[src/rtl/puf_challenge_sequencer_pkg.sv]
// Shared types and default widths for the PUF challenge sequencer.
// State encoding is common to the top and any debug tooling.
package puf_challenge_sequencer_pkg;

    localparam int DEF_CHALLENGE_WIDTH  = 64;
    localparam int DEF_PDL_CONFIG_WIDTH = 64;
    localparam int DEF_RESPONSE_WIDTH   = 6;
    localparam int DEF_EVAL_COUNT_WIDTH = 8;

    typedef enum logic [2:0] {
        IDLE   = 3'd0,
        PRST   = 3'd1,
        FIRE   = 3'd2,
        SAMPLE = 3'd3,
        DONE   = 3'd4
    } seq_state_t;

endpackage

[src/rtl/puf_challenge_sequencer_if.sv]
// Host-side command and result handshakes of the sequencer.
// master = host handler, slave = sequencer.
interface puf_challenge_sequencer_if #(
    parameter int CHALLENGE_WIDTH  = 64,
    parameter int PDL_CONFIG_WIDTH = 64,
    parameter int RESPONSE_WIDTH   = 6,
    parameter int EVAL_COUNT_WIDTH = 8
);
    logic                        cmd_valid;
    logic                        cmd_ready;
    logic [CHALLENGE_WIDTH-1:0]  cmd_challenge;
    logic [PDL_CONFIG_WIDTH-1:0] cmd_pdl_config;
    logic [EVAL_COUNT_WIDTH-1:0] cmd_evals;
    logic                        rsp_valid;
    logic                        rsp_ready;
    logic [EVAL_COUNT_WIDTH-1:0] rsp_ones;
    logic                        rsp_majority;
    logic [RESPONSE_WIDTH-1:0]   rsp_raw_last;

    modport master (
        output cmd_valid, cmd_challenge, cmd_pdl_config, cmd_evals,
        input  cmd_ready,
        input  rsp_valid, rsp_ones, rsp_majority, rsp_raw_last,
        output rsp_ready
    );

    modport slave (
        input  cmd_valid, cmd_challenge, cmd_pdl_config, cmd_evals,
        output cmd_ready,
        output rsp_valid, rsp_ones, rsp_majority, rsp_raw_last,
        input  rsp_ready
    );
endinterface

[src/rtl/puf_challenge_sequencer_response_sync.sv]
// Two-flop synchronizer bringing the asynchronous arbiter
// outputs (raw and xor) into the sequencer clock domain.
module puf_response_sync #(
    parameter int WIDTH = 7
) (
    input  logic             clk,
    input  logic             reset,
    input  logic [WIDTH-1:0] i_async,
    output logic [WIDTH-1:0] o_sync
);

    logic [WIDTH-1:0] r_meta;
    logic [WIDTH-1:0] r_sync;

    always_ff @(posedge clk or posedge reset) begin
        if (reset) begin
            r_meta <= '0;
            r_sync <= '0;
        end else begin
            r_meta <= i_async;
            r_sync <= r_meta;
        end
    end

    assign o_sync = r_sync;

endmodule

[src/rtl/puf_challenge_sequencer.sv]
// Sequences reset/trigger/sample rounds into the PUF datapath and
// returns the xor ones-count and majority bit to the host.
module puf_challenge_sequencer
    import puf_challenge_sequencer_pkg::*;
#(
    parameter int CHALLENGE_WIDTH  = DEF_CHALLENGE_WIDTH,
    parameter int PDL_CONFIG_WIDTH = DEF_PDL_CONFIG_WIDTH,
    parameter int RESPONSE_WIDTH   = DEF_RESPONSE_WIDTH,
    parameter int RESET_CYCLES     = 4,
    parameter int SETTLE_CYCLES    = 15,
    parameter int EVAL_COUNT_WIDTH = DEF_EVAL_COUNT_WIDTH
) (
    input  logic                        clk,
    input  logic                        reset,
    puf_challenge_sequencer_if.slave    bus,
    output logic [CHALLENGE_WIDTH-1:0]  puf_challenge,
    output logic [PDL_CONFIG_WIDTH-1:0] puf_pdl_config,
    output logic                        puf_reset,
    output logic                        puf_trigger,
    input  logic [RESPONSE_WIDTH-1:0]   puf_raw_response,
    input  logic                        puf_xor_response,
    output logic                        busy
);

    localparam int CW = $clog2(RESET_CYCLES + SETTLE_CYCLES + 1);
    localparam int EW = EVAL_COUNT_WIDTH;

    seq_state_t                  r_state;
    logic [CW-1:0]               r_cnt;
    logic [EW-1:0]               r_evals_total;
    logic [EW-1:0]               r_evals_left;
    logic [EW-1:0]               r_ones;
    logic                        r_majority;
    logic [RESPONSE_WIDTH-1:0]   r_raw_last;
    logic                        r_rsp_valid;
    logic                        r_puf_reset;
    logic                        r_puf_trigger;
    logic [CHALLENGE_WIDTH-1:0]  r_challenge;
    logic [PDL_CONFIG_WIDTH-1:0] r_pdl_config;

    logic [RESPONSE_WIDTH:0]     w_sync;
    logic                        w_xor_s;
    logic [RESPONSE_WIDTH-1:0]   w_raw_s;
    logic [EW-1:0]               w_ones_next;
    logic [EW:0]                 w_twice_ones;
    logic [EW:0]                 w_total_ext;
    logic                        w_majority;

    puf_response_sync #(
        .WIDTH (RESPONSE_WIDTH + 1)
    ) u_sync (
        .clk     (clk),
        .reset   (reset),
        .i_async ({puf_xor_response, puf_raw_response}),
        .o_sync  (w_sync)
    );

    assign w_xor_s      = w_sync[RESPONSE_WIDTH];
    assign w_raw_s      = w_sync[RESPONSE_WIDTH-1:0];
    assign w_ones_next  = r_ones + EW'(w_xor_s);
    // one extra bit so 2*ones cannot wrap
    assign w_twice_ones = {w_ones_next, 1'b0};
    assign w_total_ext  = {1'b0, r_evals_total};
    assign w_majority   = (w_twice_ones > w_total_ext);

    always_ff @(posedge clk or posedge reset) begin
        if (reset) begin
            r_state       <= IDLE;
            r_cnt         <= '0;
            r_evals_total <= '0;
            r_evals_left  <= '0;
            r_ones        <= '0;
            r_majority    <= 1'b0;
            r_raw_last    <= '0;
            r_rsp_valid   <= 1'b0;
            r_puf_reset   <= 1'b1;
            r_puf_trigger <= 1'b0;
            r_challenge   <= '0;
            r_pdl_config  <= '0;
        end else begin
            unique case (r_state)
                IDLE: begin
                    if (bus.cmd_valid) begin
                        r_challenge  <= bus.cmd_challenge;
                        r_pdl_config <= bus.cmd_pdl_config;
                        if (bus.cmd_evals == '0) begin
                            r_evals_total <= EW'(1);
                            r_evals_left  <= EW'(1);
                        end else begin
                            r_evals_total <= bus.cmd_evals;
                            r_evals_left  <= bus.cmd_evals;
                        end
                        r_ones  <= '0;
                        r_cnt   <= '0;
                        r_state <= PRST;
                    end
                end
                PRST: begin
                    if (r_cnt == CW'(RESET_CYCLES - 1)) begin
                        r_cnt         <= '0;
                        r_puf_reset   <= 1'b0;
                        r_puf_trigger <= 1'b1;
                        r_state       <= FIRE;
                    end else begin
                        r_cnt <= r_cnt + CW'(1);
                    end
                end
                FIRE: begin
                    if (r_cnt == CW'(SETTLE_CYCLES - 1)) begin
                        r_cnt   <= '0;
                        r_state <= SAMPLE;
                    end else begin
                        r_cnt <= r_cnt + CW'(1);
                    end
                end
                SAMPLE: begin
                    r_ones        <= w_ones_next;
                    r_raw_last    <= w_raw_s;
                    r_puf_trigger <= 1'b0;
                    r_puf_reset   <= 1'b1;
                    if (r_evals_left == EW'(1)) begin
                        r_majority  <= w_majority;
                        r_rsp_valid <= 1'b1;
                        r_state     <= DONE;
                    end else begin
                        r_evals_left <= r_evals_left - EW'(1);
                        r_state      <= PRST;
                    end
                end
                DONE: begin
                    if (bus.rsp_ready) begin
                        r_rsp_valid <= 1'b0;
                        r_state     <= IDLE;
                    end
                end
                default: r_state <= IDLE;
            endcase
        end
    end

    assign bus.cmd_ready    = (r_state == IDLE);
    assign busy             = (r_state != IDLE);
    assign bus.rsp_valid    = r_rsp_valid;
    assign bus.rsp_ones     = r_ones;
    assign bus.rsp_majority = r_majority;
    assign bus.rsp_raw_last = r_raw_last;
    assign puf_challenge    = r_challenge;
    assign puf_pdl_config   = r_pdl_config;
    assign puf_reset        = r_puf_reset;
    assign puf_trigger      = r_puf_trigger;

endmodule

[src/flat_wrapper.sv]
// flat-port wrapper written by rule: the top's interface ports become plain ports
module puf_challenge_sequencer_flat import puf_challenge_sequencer_pkg::*;
#(
    parameter int CHALLENGE_WIDTH  = DEF_CHALLENGE_WIDTH,
    parameter int PDL_CONFIG_WIDTH = DEF_PDL_CONFIG_WIDTH,
    parameter int RESPONSE_WIDTH   = DEF_RESPONSE_WIDTH,
    parameter int RESET_CYCLES     = 4,
    parameter int SETTLE_CYCLES    = 15,
    parameter int EVAL_COUNT_WIDTH = DEF_EVAL_COUNT_WIDTH
)
  (clk, reset, puf_challenge, puf_pdl_config, puf_reset, puf_trigger, puf_raw_response, puf_xor_response, busy, bus_cmd_valid, bus_cmd_challenge, bus_cmd_pdl_config, bus_cmd_evals, bus_cmd_ready, bus_rsp_valid, bus_rsp_ones, bus_rsp_majority, bus_rsp_raw_last, bus_rsp_ready);
  puf_challenge_sequencer_if #(.CHALLENGE_WIDTH(CHALLENGE_WIDTH), .PDL_CONFIG_WIDTH(PDL_CONFIG_WIDTH), .RESPONSE_WIDTH(RESPONSE_WIDTH), .EVAL_COUNT_WIDTH(EVAL_COUNT_WIDTH)) bus_i ();
  input  logic clk;
  input  logic reset;
  output logic [CHALLENGE_WIDTH-1:0] puf_challenge;
  output logic [PDL_CONFIG_WIDTH-1:0] puf_pdl_config;
  output logic puf_reset;
  output logic puf_trigger;
  input  logic [RESPONSE_WIDTH-1:0] puf_raw_response;
  input  logic puf_xor_response;
  output logic busy;
  input wire logic [$bits(bus_i.cmd_valid)-1:0] bus_cmd_valid;
  input wire logic [$bits(bus_i.cmd_challenge)-1:0] bus_cmd_challenge;
  input wire logic [$bits(bus_i.cmd_pdl_config)-1:0] bus_cmd_pdl_config;
  input wire logic [$bits(bus_i.cmd_evals)-1:0] bus_cmd_evals;
  output wire logic [$bits(bus_i.cmd_ready)-1:0] bus_cmd_ready;
  output wire logic [$bits(bus_i.rsp_valid)-1:0] bus_rsp_valid;
  output wire logic [$bits(bus_i.rsp_ones)-1:0] bus_rsp_ones;
  output wire logic [$bits(bus_i.rsp_majority)-1:0] bus_rsp_majority;
  output wire logic [$bits(bus_i.rsp_raw_last)-1:0] bus_rsp_raw_last;
  input wire logic [$bits(bus_i.rsp_ready)-1:0] bus_rsp_ready;
  assign bus_i.cmd_valid = bus_cmd_valid;
  assign bus_i.cmd_challenge = bus_cmd_challenge;
  assign bus_i.cmd_pdl_config = bus_cmd_pdl_config;
  assign bus_i.cmd_evals = bus_cmd_evals;
  assign bus_cmd_ready = bus_i.cmd_ready;
  assign bus_rsp_valid = bus_i.rsp_valid;
  assign bus_rsp_ones = bus_i.rsp_ones;
  assign bus_rsp_majority = bus_i.rsp_majority;
  assign bus_rsp_raw_last = bus_i.rsp_raw_last;
  assign bus_i.rsp_ready = bus_rsp_ready;
  puf_challenge_sequencer #(.CHALLENGE_WIDTH(CHALLENGE_WIDTH), .PDL_CONFIG_WIDTH(PDL_CONFIG_WIDTH), .RESPONSE_WIDTH(RESPONSE_WIDTH), .RESET_CYCLES(RESET_CYCLES), .SETTLE_CYCLES(SETTLE_CYCLES), .EVAL_COUNT_WIDTH(EVAL_COUNT_WIDTH)) u_core (.clk(clk), .reset(reset), .bus(bus_i), .puf_challenge(puf_challenge), .puf_pdl_config(puf_pdl_config), .puf_reset(puf_reset), .puf_trigger(puf_trigger), .puf_raw_response(puf_raw_response), .puf_xor_response(puf_xor_response), .busy(busy));
endmodule
[config.mk]
export PLATFORM = sky130hd
export DESIGN_NAME = puf_challenge_sequencer_flat
export DESIGN_NICKNAME = d
export VERILOG_FILES = /design/src/rtl/puf_challenge_sequencer_pkg.sv /design/src/rtl/puf_challenge_sequencer_if.sv /design/src/rtl/puf_challenge_sequencer_response_sync.sv /design/src/rtl/puf_challenge_sequencer.sv /design/src/flat_wrapper.sv
export SDC_FILE = /design/constraint.sdc
export NUM_CORES = 1
export LEC_CHECK = 0
export CAP_MARGIN = 20
export CORE_MARGIN = 2
export CORE_UTILIZATION = 40
export DETAILED_ROUTE_END_ITERATION = 10
export DONT_BUFFER_PORTS = 1
export HOLD_SLACK_MARGIN = 0.08
export PLACE_DENSITY_LB_ADDON = 0.15
export SYNTH_ARGS = -nofsm -noshare
export SYNTH_HDL_FRONTEND = slang
export SYNTH_SLANG_ARGS = --single-unit
[constraint.sdc]
create_clock -name clk -period 8.3 [get_ports clk]
set_clock_uncertainty 0.15 [all_clocks]
set_input_delay 2.075 -clock clk [delete_from_list [all_inputs] [get_ports clk]]
set_output_delay 2.075 -clock clk [all_outputs]
set_load 0.03 [all_outputs]
Word level (Yosys, flattened, before mapping)

Index checks and enable logic that the tools add are counted.

Add/sub/neg operators: 3
Equal/unequal tests: 13
Reduce and logical (&&, ||, !) cells: 15
Order comparisons: 1
Mux-type cells: 23

Operators by type and width:

| cell                                                                | number |
|---|---|
| 8-bit 2-to-1 mux                                                    | 4 |
| 8-bit case mux with 2 select lines                                  | 2 |
| 3-bit 2-to-1 mux                                                    | 5 |
| 5-bit 2-to-1 mux                                                    | 3 |
| 3-bit case mux with 5 select lines                                  | 1 |
| 5-bit case mux with 3 select lines                                  | 1 |
| 2-bit AND reduction                                                 | 5 |
| 9-bit by 8-bit > comparator with 1-bit output                       | 1 |
| 8-bit by 1-bit adder with 8-bit output                              | 1 |
| 8-bit by 1-bit == test with 1-bit output (second input constant)    | 1 |
| 8-bit logical NOT                                                   | 1 |
| 8-bit by 1-bit subtractor with 8-bit output (second input constant) | 1 |
| 3-bit by 2-bit == test with 1-bit output (second input constant)    | 2 |
| 2-bit by 1-bit != test with 1-bit output (second input constant)    | 3 |
| 2-bit != test (second input constant)                               | 3 |
| 1-bit case mux with 2 select lines                                  | 3 |
| 3-bit AND reduction                                                 | 2 |
| 2-bit nonzero test                                                  | 3 |
| 3-bit nonzero test                                                  | 2 |
| 5-bit by 1-bit adder with 5-bit output (second input constant)      | 1 |
| 5-bit by 2-bit == test with 1-bit output (second input constant)    | 1 |
| 5-bit by 4-bit == test with 1-bit output (second input constant)    | 1 |
| 1-bit 2-to-1 mux                                                    | 4 |
| 4-bit AND reduction                                                 | 1 |
| 3 further kinds                                                     | 3 |

Input port bits: 147
Word-level logic and storage cells: 69
Output and inout port bits: 148
Register bits: 184

Longest topological paths before layout

Depth after elaboration: 4
Mapped depth: 10
Mapped depth without buffers: 10

Cells and area by module

From an unflattened synthesis, not the netlist that was laid out.

Cells, all modules: 816
Area total of the unflattened synthesis: 7519.7 sq um

By module, submodules not included:

| module                  | sequential area each (sq um) | area an instance (sq um) | cells an instance | times used |
|---|---|---|---|---|
| puf_challenge_sequencer | 4255.3                       | 7165.6                   | 801               | 1 |
| puf_response_sync       | 350.3                        | 354.1                    | 15                | 1 |

Worst setup path before layout

OpenSTA, ideal clock, no wires.

Kind: flip-flop to output port
Start point: reg u_core.r_state[0]
End point: out bus_cmd_ready
Setup slack: 4.729 ns
Data required time: 6.075 ns
Arrival: 1.346 ns
Cell stages (with the launch flop): 4
Path buffers: 1
Path through: dfrtp_1 buf_2 or3_1 inv_1

Cells in the longest elaborated chain, start to end: 1

Ends and longest elaborated chain:

| what                   | RTL line                       | source |
|---|---|---|
| start, declared        | puf_challenge_sequencer.sv:28  | `seq_state_t r_state;` |
| start signal, assigned | puf_challenge_sequencer.sv:68  | `r_state <= IDLE;` |
| start signal, assigned | puf_challenge_sequencer.sv:95  | `r_state <= PRST;` |
| start signal, assigned | puf_challenge_sequencer.sv:103 | `r_state <= FIRE;` |
| 3-bit logical NOT      | puf_challenge_sequencer.sv:141 | `assign bus.cmd_ready = (r_state == IDLE);` |
| end, declared          | flat_wrapper.sv:26             | `output wire logic [$bits(bus_i.cmd_ready)-1:0] bus_cmd_ready;` |

Every way passes these cells.

Final worst setup path

Same ends and word-level chain as after synthesis.

==> results.json <==
{
  "synth-xor-area-share": 0.00704,
  "netlist_area_sq_um": 7460,
  "finalCriticalPeriod_ns": 4.05,
  "setup-tns-final_ns": 0,
  "powerDensity_nw_per_um2": 458,
  "worstPathArrival_ns": 1.82,
  "cts_buffer_depth": 2,
  "avgSynthCellArea_sq_um": 9.14,
  "async_reset_ff_frac": 1.00,
  "min_path_type": "flop to flop",
  "vdd_ir_drop_max_v": 0.000221,
  "netlist_top_cells_area": "dfrtp_1 61%, nand2_1 22%, ha_1 2.2%",
  "syn-num-nets": 976,
  "endpoint_kind": "output pin",
  "grt_pass1_vias": 5271,
  "synthAdderAreaFrac": 0.0218,
  "cts_made_buffers": 17,
  "post-route-period-util": 0.488,
  "synth_top_area_frac": 0.614,
  "setup_viol": 0,
  "static-leakage-power_nw": 4.27,
  "synth-simple-area-share": 0.268,
  "row_count": 49,
  "fp.dieW_um": 141,
  "cp-start-kind": "flop",
  "ys_seq_area_frac": 0.617,
  "cts_hold_buf": 0,
  "die_h_um": 141,
  "path_cells": "or3_1 > inv_1",
  "drc": 0,
  "dp.cells": 1008,
  "io_buffers": 0,
  "diodes": 0,
  "cts-root-buf": "clkbuf_16",
  "cts.clk_slew.worst_paths_ns": 0.07,
  "start_util": 0.411,
  "cts_tree": "yes",
  "drive_above_1_share": 0.0567,
  "slew_headroom": 0.378,
  "hold_violations": 0,
  "synth_cell_types": 51,
  "critPathMaxStageDelay_ns": 0.59,
  "synth_compound_area_frac": 0.0493,
  "rsz0062_at_grt": "false",
  "post_cts_buffers": 0,
  "clk_latency_ns": 0.41,
  "cts_resized": 0,
  "grt_first_pass_wirelength_um": 28100,
  "cap_violations": 0,
  "synth_edf_count": 0,
  "synth_most_common_cell": "nand2_1",
  "grt_use_total": 0.180,
  "drt_iter0_drc": 315,
  "synth_cells": 816,
  "synth_common_cells": "434 x nand2_1, 183 x dfrtp_1, 27 x buf_2",
  "gp_congestion": 0.834,
  "critPathTopFamily": "simple AND/OR/NAND/NOR gates",
  "yosys_warnings": 0,
  "fin_hold_ws_ns": 0.200,
  "antenna_found_initial": 0,
  "required_ns": 6.08,
  "first_pass_iters": 5,
  "fin_nets": 959,
  "fmax_mhz": 247,
  "wire_per_inst_um": 17.5,
  "vias": 5404,
  "crit_buf_inv": 1,
  "ys.flop_type": "dfrtp_1",
  "tightest_slew_ns": 0.933,
  "dieArea_sq_um": 19800,
  "synthToLayoutAreaGrowth_pct": 10.7,
  "cts_htree_levels": 4,
  "fin_cells": 1041,
  "cts_sinks": 184,
  "synth_top_family_by_area": "simple AND/OR/NAND/NOR gates",
  "io_pins": 295,
  "final_antenna_net_count": 0,
  "vias_per_cell": 5.19,
  "dpl.hpwl_um": 12900,
  "core-area_sq_um": 18100,
  "status": "completed",
  "synthMuxAreaShare": 0.00151,
  "overflow": 0,
  "slowest_stage": "or3_1",
  "drv_slew": 0,
  "ys_ff_latch": 184,
  "critical_path_class": "flop to output pin",
  "synth.largest_area_cell": "dfrtp_1",
  "grt_max_degree": 111,
  "cp_max_fo": 15,
  "wirelength_um": 18200
}
==> where the power goes <==
part	total [mW]	switching, mW	leakage [nW]	internal [mW]
logic	0.701	0.465	1.70	0.236
clock network	0.856	0.346	0.301	0.510
registers	2.23	0.968	2.27	1.26
==> logic make-up (layout without fill, tap and decap cells) <==
group | after synthesis | in the layout
AOI/OAI and AO/OA | 57 | 57
xor gates and xnor gates | 6 | 6
adders and majority gates | 13 | 13
buffers and inverters | 60 | 56
DFF | 184 | 184
muxes | 1 | 1
and+or+nand+nor | 495 | 495
==> stage by stage <==
stage	power, mW	setup slack [ns]	utilization	cell area [sq um]
after floorplan	2.72	1.08	-	7460
after global placement	2.91	4.02	0.419	7610
after detailed placement	2.96	4.00	0.419	7610
after CTS	3.82	4.22	0.454	8230
after global routing	4.01	4.15	0.455	8260
final	3.79	4.25	0.455	8260
==> layer usage <==
metal,up-vias,global-route usage,share of wire
met4,0,0.0711,0.025
li1,2542,-,-
met1,2564,0.217,0.39
met3,31,0.0608,0.095
met2,267,0.301,0.49
met5,-,0,0
==> worst paths after layout <==
kind                                         start                   endpoint  slack (ns)  cells past startpoint
max                              u_core.r_state[0]              bus_cmd_ready        4.25                      2
min reg2reg                u_core.u_sync.r_meta[3]    u_core.u_sync.o_sync[3]        0.20                      0
max in group asynchronous                    reset  u_core.puf_pdl_config[43]        5.03                      3
max reg2reg                      u_core.r_state[0]     u_core.r_evals_left[2]        5.39                      6
min in group asynchronous                    reset  u_core.puf_pdl_config[45]        1.30                      1
min                        u_core.u_sync.r_meta[3]    u_core.u_sync.o_sync[3]        0.20                      0
==> final cells by class <==
class	instances	area, sq um
clock buffer	19	433
multi-input combinational	572	2610
inverter	18	72.6
timing repair buffer	6	65.1
sequential	184	4610
clock inverter	13	191
fill	1726	9890
tap	229	287
==> registers in the layout, summed over array words and instances (netlist names), 3 cells and up <==
name / flops
u_core.puf_challenge: 64
u_core.puf_pdl_config: 64
u_core.bus.rsp_ones: 8
u_core.r_evals_left: 8
u_core.r_evals_total: 8
u_core.u_sync.o_sync: 7
u_core.u_sync.r_meta: 7
u_core.bus.rsp_raw_last: 6
u_core.r_cnt: 5
u_core.r_state: 3
==> placed cells by master, fill, tap and decap left out, drive strengths merged, types with 2 or more instances in the layout <==
master / netlist / layout
nand4: 2 / 2
nor3b: 3 / 3
dfrtp: 183 / 183
o221ai: 2 / 2
clkbuf: 14 / 19
o2bb2ai: 3 / 3
nand2: 436 / 436
a31oi: 4 / 4
buf: 28 / 6
xnor2: 4 / 4
a21o: 3 / 3
clkinv: 0 / 2
ha: 13 / 13
xor2: 2 / 2
inv: 18 / 23
bufinv: 0 / 4
o21ai: 19 / 19
or4b: 2 / 2
o211ai: 2 / 2
a22oi: 2 / 2
nand4b: 2 / 2
nor4: 6 / 6
a21oi: 11 / 11
clkinvlp: 0 / 2
nor3: 3 / 3
nand3: 17 / 17
nor2: 15 / 15
Note: power is estimated with default switching activity, not from simulation.
